**config.mk**
```make
export PLATFORM = sky130hd
export DESIGN_NAME = rf_wport_arbiter
export DESIGN_NICKNAME = d
export VERILOG_FILES = /design/src/rtl/rf_wport_arbiter.sv
export SDC_FILE = /design/constraint.sdc
export NUM_CORES = 1
export LEC_CHECK = 0
export CORE_UTILIZATION = 40
export CTS_CLUSTER_SIZE = 10
export DETAILED_ROUTE_END_ITERATION = 6
export HOLD_SLACK_MARGIN = 0.1
export PLACE_DENSITY = 0.77
export REMOVE_ABC_BUFFERS = 1
export SYNTH_ARGS = -nofsm -noshare
export SYNTH_HDL_FRONTEND = slang
export SYNTH_SLANG_ARGS = --single-unit
```
**constraint.sdc**
```tcl
create_clock -name clk -period 5.2 [get_ports clk]
set_clock_uncertainty 0.1 [all_clocks]
set_input_delay 1.56 -clock clk [delete_from_list [all_inputs] [get_ports clk]]
set_output_delay 1.56 -clock clk [all_outputs]
set_load 0.05 [all_outputs]
```
**src/rtl/rf_wport_arbiter.sv**
```systemverilog
`default_nettype none
// +--------------------------------------------------------------------------+
// | Module      : rf_wport_arbiter                                           |
// | Description : Shares the RF write port between WB and a queue of          |
// |               long-latency results, with starvation-driven WB stalls.    |
// | Revision    : 1.0 - initial release                                      |
// +--------------------------------------------------------------------------+
module rf_wport_arbiter #(
  parameter int DEPTH      = 2,
  parameter int STARVE_MAX = 4
) (
  input  logic        clk,
  input  logic        resetn,
  input  logic [37:0] ws_rf_zip,
  input  logic [31:0] ws_pc,
  output logic        ws_stall,
  input  logic        lu_valid,
  output logic        lu_ready,
  input  logic [4:0]  lu_waddr,
  input  logic [31:0] lu_wdata,
  input  logic [31:0] lu_pc,
  input  logic        flush,
  output logic        rf_we,
  output logic [4:0]  rf_waddr,
  output logic [31:0] rf_wdata,
  output logic [31:0] q_busy_mask,
  output logic [31:0] debug_wb_pc,
  output logic [3:0]  debug_wb_rf_we,
  output logic [4:0]  debug_wb_rf_wnum,
  output logic [31:0] debug_wb_rf_wdata
);

  localparam int c_pw = (DEPTH > 1) ? $clog2(DEPTH) : 1;
  localparam int c_cw = $clog2(DEPTH + 1);
  localparam int c_sw = (STARVE_MAX > 0) ? $clog2(STARVE_MAX + 1) : 1;
  localparam logic [c_cw-1:0] c_depth      = c_cw'(DEPTH);
  localparam logic [c_sw-1:0] c_starve_max = c_sw'(STARVE_MAX);

  logic [4:0]      r_ent_waddr [DEPTH];
  logic [31:0]     r_ent_wdata [DEPTH];
  logic [31:0]     r_ent_pc    [DEPTH];
  logic [c_pw-1:0] r_rd_ptr;
  logic [c_pw-1:0] r_wr_ptr;
  logic [c_cw-1:0] r_count;
  logic [c_sw-1:0] r_starve;

  logic        w_ws_we;
  logic        w_ws_win;
  logic        w_q_grant;
  logic        w_enq;
  logic        w_q_nonempty;
  logic [31:0] w_busy;

  assign w_ws_we      = ws_rf_zip[37];
  assign w_q_nonempty = (r_count != '0);

  // Every output is forced quiet while reset is held, independent of inputs.
  assign ws_stall  = resetn & w_q_nonempty & (r_starve == c_starve_max);
  assign lu_ready  = resetn & (r_count < c_depth) & ~flush;
  assign w_ws_win  = resetn & w_ws_we & ~ws_stall;
  assign w_q_grant = resetn & ~w_ws_win & w_q_nonempty & ~flush;
  assign w_enq     = lu_valid & lu_ready & (lu_waddr != 5'd0);

  always_comb begin
    rf_we       = 1'b0;
    rf_waddr    = 5'd0;
    rf_wdata    = 32'd0;
    debug_wb_pc = 32'd0;
    if (w_ws_win) begin
      rf_we       = 1'b1;
      rf_waddr    = ws_rf_zip[36:32];
      rf_wdata    = ws_rf_zip[31:0];
      debug_wb_pc = ws_pc;
    end else if (w_q_grant) begin
      rf_we       = 1'b1;
      rf_waddr    = r_ent_waddr[r_rd_ptr];
      rf_wdata    = r_ent_wdata[r_rd_ptr];
      debug_wb_pc = r_ent_pc[r_rd_ptr];
    end
  end

  assign debug_wb_rf_we    = {4{rf_we}};
  assign debug_wb_rf_wnum  = rf_waddr;
  assign debug_wb_rf_wdata = rf_wdata;

  // Slot i of the ring is live when its distance from the head is below count.
  always_comb begin
    w_busy = 32'd0;
    for (int i = 0; i < DEPTH; i++) begin
      if (c_cw'(i) < r_count)
        w_busy[r_ent_waddr[r_rd_ptr + c_pw'(i)]] = 1'b1;
    end
    w_busy[0] = 1'b0;
  end
  assign q_busy_mask = w_busy;

  always_ff @(posedge clk) begin
    if (!resetn || flush) begin
      r_rd_ptr <= '0;
      r_wr_ptr <= '0;
      r_count  <= '0;
      r_starve <= '0;
    end else begin
      if (w_enq) begin
        r_ent_waddr[r_wr_ptr] <= lu_waddr;
        r_ent_wdata[r_wr_ptr] <= lu_wdata;
        r_ent_pc[r_wr_ptr]    <= lu_pc;
        r_wr_ptr              <= r_wr_ptr + 1'b1;
      end
      if (w_q_grant)
        r_rd_ptr <= r_rd_ptr + 1'b1;
      r_count <= r_count + c_cw'(w_enq) - c_cw'(w_q_grant);
      if (w_q_grant || !w_q_nonempty)
        r_starve <= '0;
      else if (r_starve != c_starve_max)
        r_starve <= r_starve + 1'b1;
    end
  end

endmodule
`default_nettype wire

```
# Word-level counts from Yosys, hierarchy flattened

Memory sizes are Yosys's and may differ from the RTL's. A register that Yosys moved wholly into a read port is not among the register bits.
Cells that the tools add are included.

Flip-flop bits (word level): 7
Memory bits (writable): 138
Word-level logic and storage cells: 68
Memories: 3

Add/sub/neg operators: 5
Order comparisons: 7
Eq/ne operators: 2
Multiplexer cells: 23
Bitwise operators: 15
Reduce and logical (&&, ||, !) cells: 9

Memories:

| memory      | depth | width | rd ports | clocked after memory_dff | write ports | line | source |
|---|---|---|---|---|---|---|---|
| r_ent_pc    | 2     | 32    | 1        | 1                        | 1           | 41   | `logic [31:0] r_ent_pc [DEPTH];` |
| r_ent_wdata | 2     | 32    | 1        | 1                        | 1           | 40   | `logic [31:0] r_ent_wdata [DEPTH];` |
| r_ent_waddr | 2     | 5     | 2        | 1                        | 1           | 39   | `logic [4:0] r_ent_waddr [DEPTH];` |

Operator list:

| operator                                                                      | number |
|---|---|
| 32-bit 2-to-1 mux                                                             | 6 |
| 32-bit OR                                                                     | 1 |
| 1-bit 2-to-1 mux                                                              | 13 |
| 5-bit by 6-bit less-than comparator with 1-bit output (second input constant) | 2 |
| 1-bit bitwise AND                                                             | 11 |
| 1-bit demux with 5-bit select                                                 | 2 |
| 5-bit by 1-bit >= comparator with 1-bit output (second input constant)        | 2 |
| 5-bit 2-to-1 mux                                                              | 2 |
| 5-bit nonzero test                                                            | 1 |
| 1-bit by 2-bit less-than comparator with 1-bit output (first input constant)  | 2 |
| 3-bit by 1-bit adder with 3-bit output (second input constant)                | 1 |
| 3-bit equality test (second input constant)                                   | 1 |
| 3-bit inequality test (second input constant)                                 | 1 |
| 1-bit NOT                                                                     | 3 |
| 1-bit adder (second input constant)                                           | 2 |
| 2-bit by 1-bit adder with 2-bit output                                        | 1 |
| 1-bit logical AND                                                             | 2 |
| 1-bit zero test                                                               | 2 |
| 1-bit logical OR                                                              | 2 |
| 2-bit less-than comparator (second input constant)                            | 1 |
| 2-bit nonzero test                                                            | 1 |
| 2-bit OR reduction                                                            | 1 |
| 2-bit by 1-bit subtractor with 2-bit output                                   | 1 |

# Logic depth before layout (Yosys ltp)

Word-level depth: 11
Gate-level depth with buffers: 11

# Least setup slack after synthesis

Ideal clock, no wire load.

Path kind: in2reg
Start: input port resetn
End: memory r_ent_pc[0][0], enable pin
Data arrival time: 6.112 ns
Required time: 4.603 ns
Slack: -1.509 ns
Cell stages on the path: 3
Cells stage by stage: nor3b_1 > o211ai_2 > nor2_1

Longest elaborated chain between the ends: 7

RTL lines:

| what                                       | line | source |
|---|---|---|
| start, declared                            | 13   | `input logic resetn,` |
| 1-bit bitwise AND (2 in series)            | 59   | `assign lu_ready = resetn & (r_count < c_depth) & ~flush;` |
| 1-bit bitwise AND (2 in series)            | 62   | `assign w_enq = lu_valid & lu_ready & (lu_waddr != 5'd0);` |
| 1-bit 2-to-1 mux                           | 104  | `if (w_enq) begin` |
| 1-bit 2-to-1 mux (*)                       | 98   | `if (!resetn \|\| flush) begin` |
| 1-bit 2-to-1 mux (not written as such) (*) | 107  | `r_ent_pc[r_wr_ptr] <= lu_pc;` |
| end, declared                              | 41   |  |

Mark *: on every way between the ends. The rest lies on a longest branch, timed or not.

# Worst setup path in the final report

Start: input port resetn
End: output port debug_wb_rf_wdata[30]

Longest elaborated chain between the ends: 10

RTL lines:

| what                            | line | source |
|---|---|---|
| 1-bit bitwise AND (2 in series) | 58   | `assign ws_stall = resetn & w_q_nonempty & (r_starve == c_starve_max);` |
| 1-bit NOT                       | 60   | `assign w_ws_win = resetn & w_ws_we & ~ws_stall;` |
| 1-bit bitwise AND               | 60   |  |
| 1-bit NOT                       | 61   | `assign w_q_grant = resetn & ~w_ws_win & w_q_nonempty & ~flush;` |
| 1-bit bitwise AND (3 in series) | 61   |  |
| 32-bit 2-to-1 mux               | 74   | `end else if (w_q_grant) begin` |
| 32-bit 2-to-1 mux (*)           | 69   | `if (w_ws_win) begin` |
| end, declared                   | 30   | `output logic [31:0] debug_wb_rf_wdata` |

Marked as above.

==> key figures <==
STA
  • Min Tclk post-route: 4.94 ns
  • Final Worst Setup Slack: about 0.26 ns
  • Tcrit/Tclk final: around 95%
  • F_max: slightly above 200 MHz
  • Relative slew margins: 41.6%
  • Slew @ Worst Pin: between 0.8 and 0.9 ns
  • Final setup fails: 0
  • RSZ-0062 raised after global routing: false
  • Final hold violation count: 0
  • Hold WS: 0.434 ns
  • Final Max Tran Viols: 0
  • Fin Setup TNS: 0 ns

Critical path
  • CP arrival: 3.28 ns
  • Max FO, Critical Path: between 70 and 80
  • RR Startpoint: r_count[1]
  • Nature of the critical path startpoint: input pin
  • Worst reg2reg path depth: 10
  • FF-to-FF End: r_count[1]
  • Worst Path Buf+Inv: 3
  • Critical path type: input pin to output pin
  • Crit path capture: debug_wb_rf_wdata[30]
  • Reg-to-reg slack, setup: ~2.1 ns
  • Crit path from: resetn
  • Worst path slowest cell: clkdlybuf4s50_1
  • Required time worst endpoint: about 3.5 ns
  • Worst-path cell chain: clkdlybuf4s50_1 -> nand2b_2 -> buf_12 -> nor3_1 -> mux2_1 -> buf_4
  • Critical path depth: 6
  • CP delay by family, top: buffers and inverters
  • CP peak stage delay: around 0.53 ns
  • CP Capture Type: output pin

Power
  • Leak Pwr: 3.79 nW
  • Peak VDD IR: 0.190 mV
  • Power Dens Cells: roughly 270 mW/mm2

Status
  • Status: finished with violations
  • Failing checks: DRC

Floorplan
  • Core area: ~0.018 mm2
  • Die Y: between 100 and 150 um
  • FP Rows: 49
  • Die W: roughly 140 um
  • IO Pins: 288
  • Area of the die: 0.0193 mm2
  • Initial Utilization: between 40% and 50%

Yosys
  • Largest cells by area after synthesis: edfxtp_1 55%, mux2i_1 9.6%, mux2_1 7.5%, nor3_1 5.0%, buf_4 4.5%
  • Area fraction of the dominant cell type after synthesis: 55.2%
  • Area of the mapped netlist: around 0.0075 mm2
  • Synth cell types: 39
  • Synth warnings: 0
  • Seq/Total Area, Yosys: a little under three fifths
  • Synth area leader: edfxtp_1
  • Syn_area_per_cell: 13.7 um2
  • Flops & latches, synth: 146
  • Mapped Cells: 550

Clock network
  • Clock latency at the later pin of the worst-skew pair: 0.40 ns
  • CTS tree: built
  • Postcts setup bufs: 0
  • Post-CTS sizing: 0
  • Cts bufs inserted: 17
  • Htree depth: 4
  • Clock Pin Slew Worst Setup and Hold Paths: 0.06 ns
  • Hold-fix buffers, CTS: 0
  • Clock buffer depth: 2
  • CTS sink cnt: 146
  • Root Buffer: clkbuf_16

Detailed routing
  • Post-detailed-route count of antenna-violating nets: 0
  • Initial DRC count: 263
  • WL per Instance: 17.8 um
  • Detailed-route via count: 5386
  • Via/cell ratio: 5.23
  • Final wirelength: 18300 um
  • Residual DRC: 14
  • TritonRoute pass-1 iters: 7

Final layout
  • Filler cells: between 1000 and 1500
  • Area Growth Syn to Fin: 41.4%
  • Post-layout util: roughly three fifths
  • Antenna cells: 0
  • Layout cells sized above 1: 22.8%
  • Fin cells: 1029
  • Final nets: 934

Worst hold path
  • Worst min path class: flip-flop to flip-flop

Global routing
  • Total gr overflow: 0
  • Largest net degree at the start of global routing: 72
  • First-pass GRT wire length: 28300 um
  • Number of global-route vias before repair: 5373
  • Overall Global Routing Usage: 19.0%
  • Initial antenna violation count: 0

Run
  • Max_cap viols: 0

Placed design
  • RePlAce Congestion: between 0.9 and 1
  • Worst slack, placed: 0.270 ns
  • Dpl hpwl: 13200 um
  • IO buf count: between 200 and 300
  • Placed Cells: 997
[through the flow]
| stage | cell area (um2) | total power, mW |
|---|---|---|
| 2_1_floorplan | 6970 | 1.57 |
| 3_3_place_gp | 10100 | 1.78 |
| 3_5_place_dp | 10100 | 1.78 |
| 4_1_cts | 10600 | 2.95 |
| 5_1_grt | 10600 | 3.01 |
| 6_report | 10600 | 2.92 |
[state kept, by name (all words and copies together) (netlist names), named ones only]
signal	cells
r_ent_waddr	10
r_rd_ptr	1
r_ent_wdata	64
r_wr_ptr	1
r_ent_pc	64
r_starve	3
r_count	2
[report_power, final]
group,internal (mW),switching (mW),total [mW]
clock,0.703,0.456,1.16
sequential,1.31,0.00914,1.32
combinational,0.191,0.248,0.439
[cells in the mapped netlist (all sizes together)]
cell / count
nand2: 4
and2: 3
nand3b: 1
o21ai: 13
a311o: 1
nand3: 10
edfxtp: 138
buf: 69
or3b: 2
or3: 1
or4: 1
nor2: 4
clkbuf: 9
mux2i: 74
mux2: 73
conb: 1
xnor2: 1
nand2b: 1
o211ai: 2
ha: 4
nor3b: 7
and3b: 6
dfxtp: 8
and3: 3
nor2b: 1
inv: 5
xor2: 1
or2: 1
nor3: 75
o22ai: 31
[worst register-to-register path, cell delays in order, from the launching register on]
cell and delay, ns:
dfxtp_1 0.41, nor2_4 0.70, buf_4 0.54, a311o_1 0.29
inv_1 0.07, ha_1 0.27, inv_1 0.04, ha_1 0.18
xor2_1 0.15, and2_1 0.16, nor3_1 0.11
[cell type report]
class	count	area, um2	share of cell area, %
tap	229	287	2.70
inverter	5	18.8	0.177
multi-input combinational	321	2670	25.1
sequential	146	4310	40.6
timing repair buffer	296	2770	26.1
clock inverter	14	138	1.30
clock buffer	18	429	4.04
[kinds of logic after synthesis]
group                      Yosys count  share of synthesized area, %
other                                1                        0.0499
AOI/OAI and AO/OA                   47                          3.92
muxes                              147                          21.4
adders and majority gates            4                         0.666
xor gates and xnor gates             2                         0.233
and+or+nand+nor                    120                          8.93
buffers and inverters               83                          7.45
DFF                                146                          57.3
[layer usage]
metal / wire length, um / up-vias / track usage [%]
met3: 1120 / 19 / 4.70
met5: 0 / - / 0
li1: - / 2555 / -
met4: 195 / 0 / 6.14
met1: 7040 / 2598 / 21.0
met2: 9950 / 214 / 35.7
[worst min path at each step]
stage	startpoint	slack [ns]	cells past startpoint	to
CTS	r_wr_ptr	0.45	1	r_wr_ptr
finish	r_wr_ptr	0.43	1	r_wr_ptr
global route	r_starve[1]	0.51	2	r_starve[1]
detailed placement	r_wr_ptr	0.42	1	r_wr_ptr
global placement	r_wr_ptr	0.40	1	r_wr_ptr
floorplan	r_wr_ptr	0.35	1	r_wr_ptr
[cell usage in the layout (no fill, tap or decap), types with 5 or more instances in the layout]
cell,netlist,final
buf_12,0,9
o21ai_1,9,9
mux2_4,6,6
inv_1,5,5
clkdlybuf4s50_1,0,174
buf_4,45,113
mux2_2,17,17
mux2i_1,72,72
dfxtp_1,8,7
nand3_1,9,9
o22ai_1,31,31
edfxtp_1,138,138
nor3b_1,7,7
and3b_1,6,6
mux2_1,50,50
nor3_1,75,75
clkbuf_16,0,17
Power figures use the tool's default switching activity.
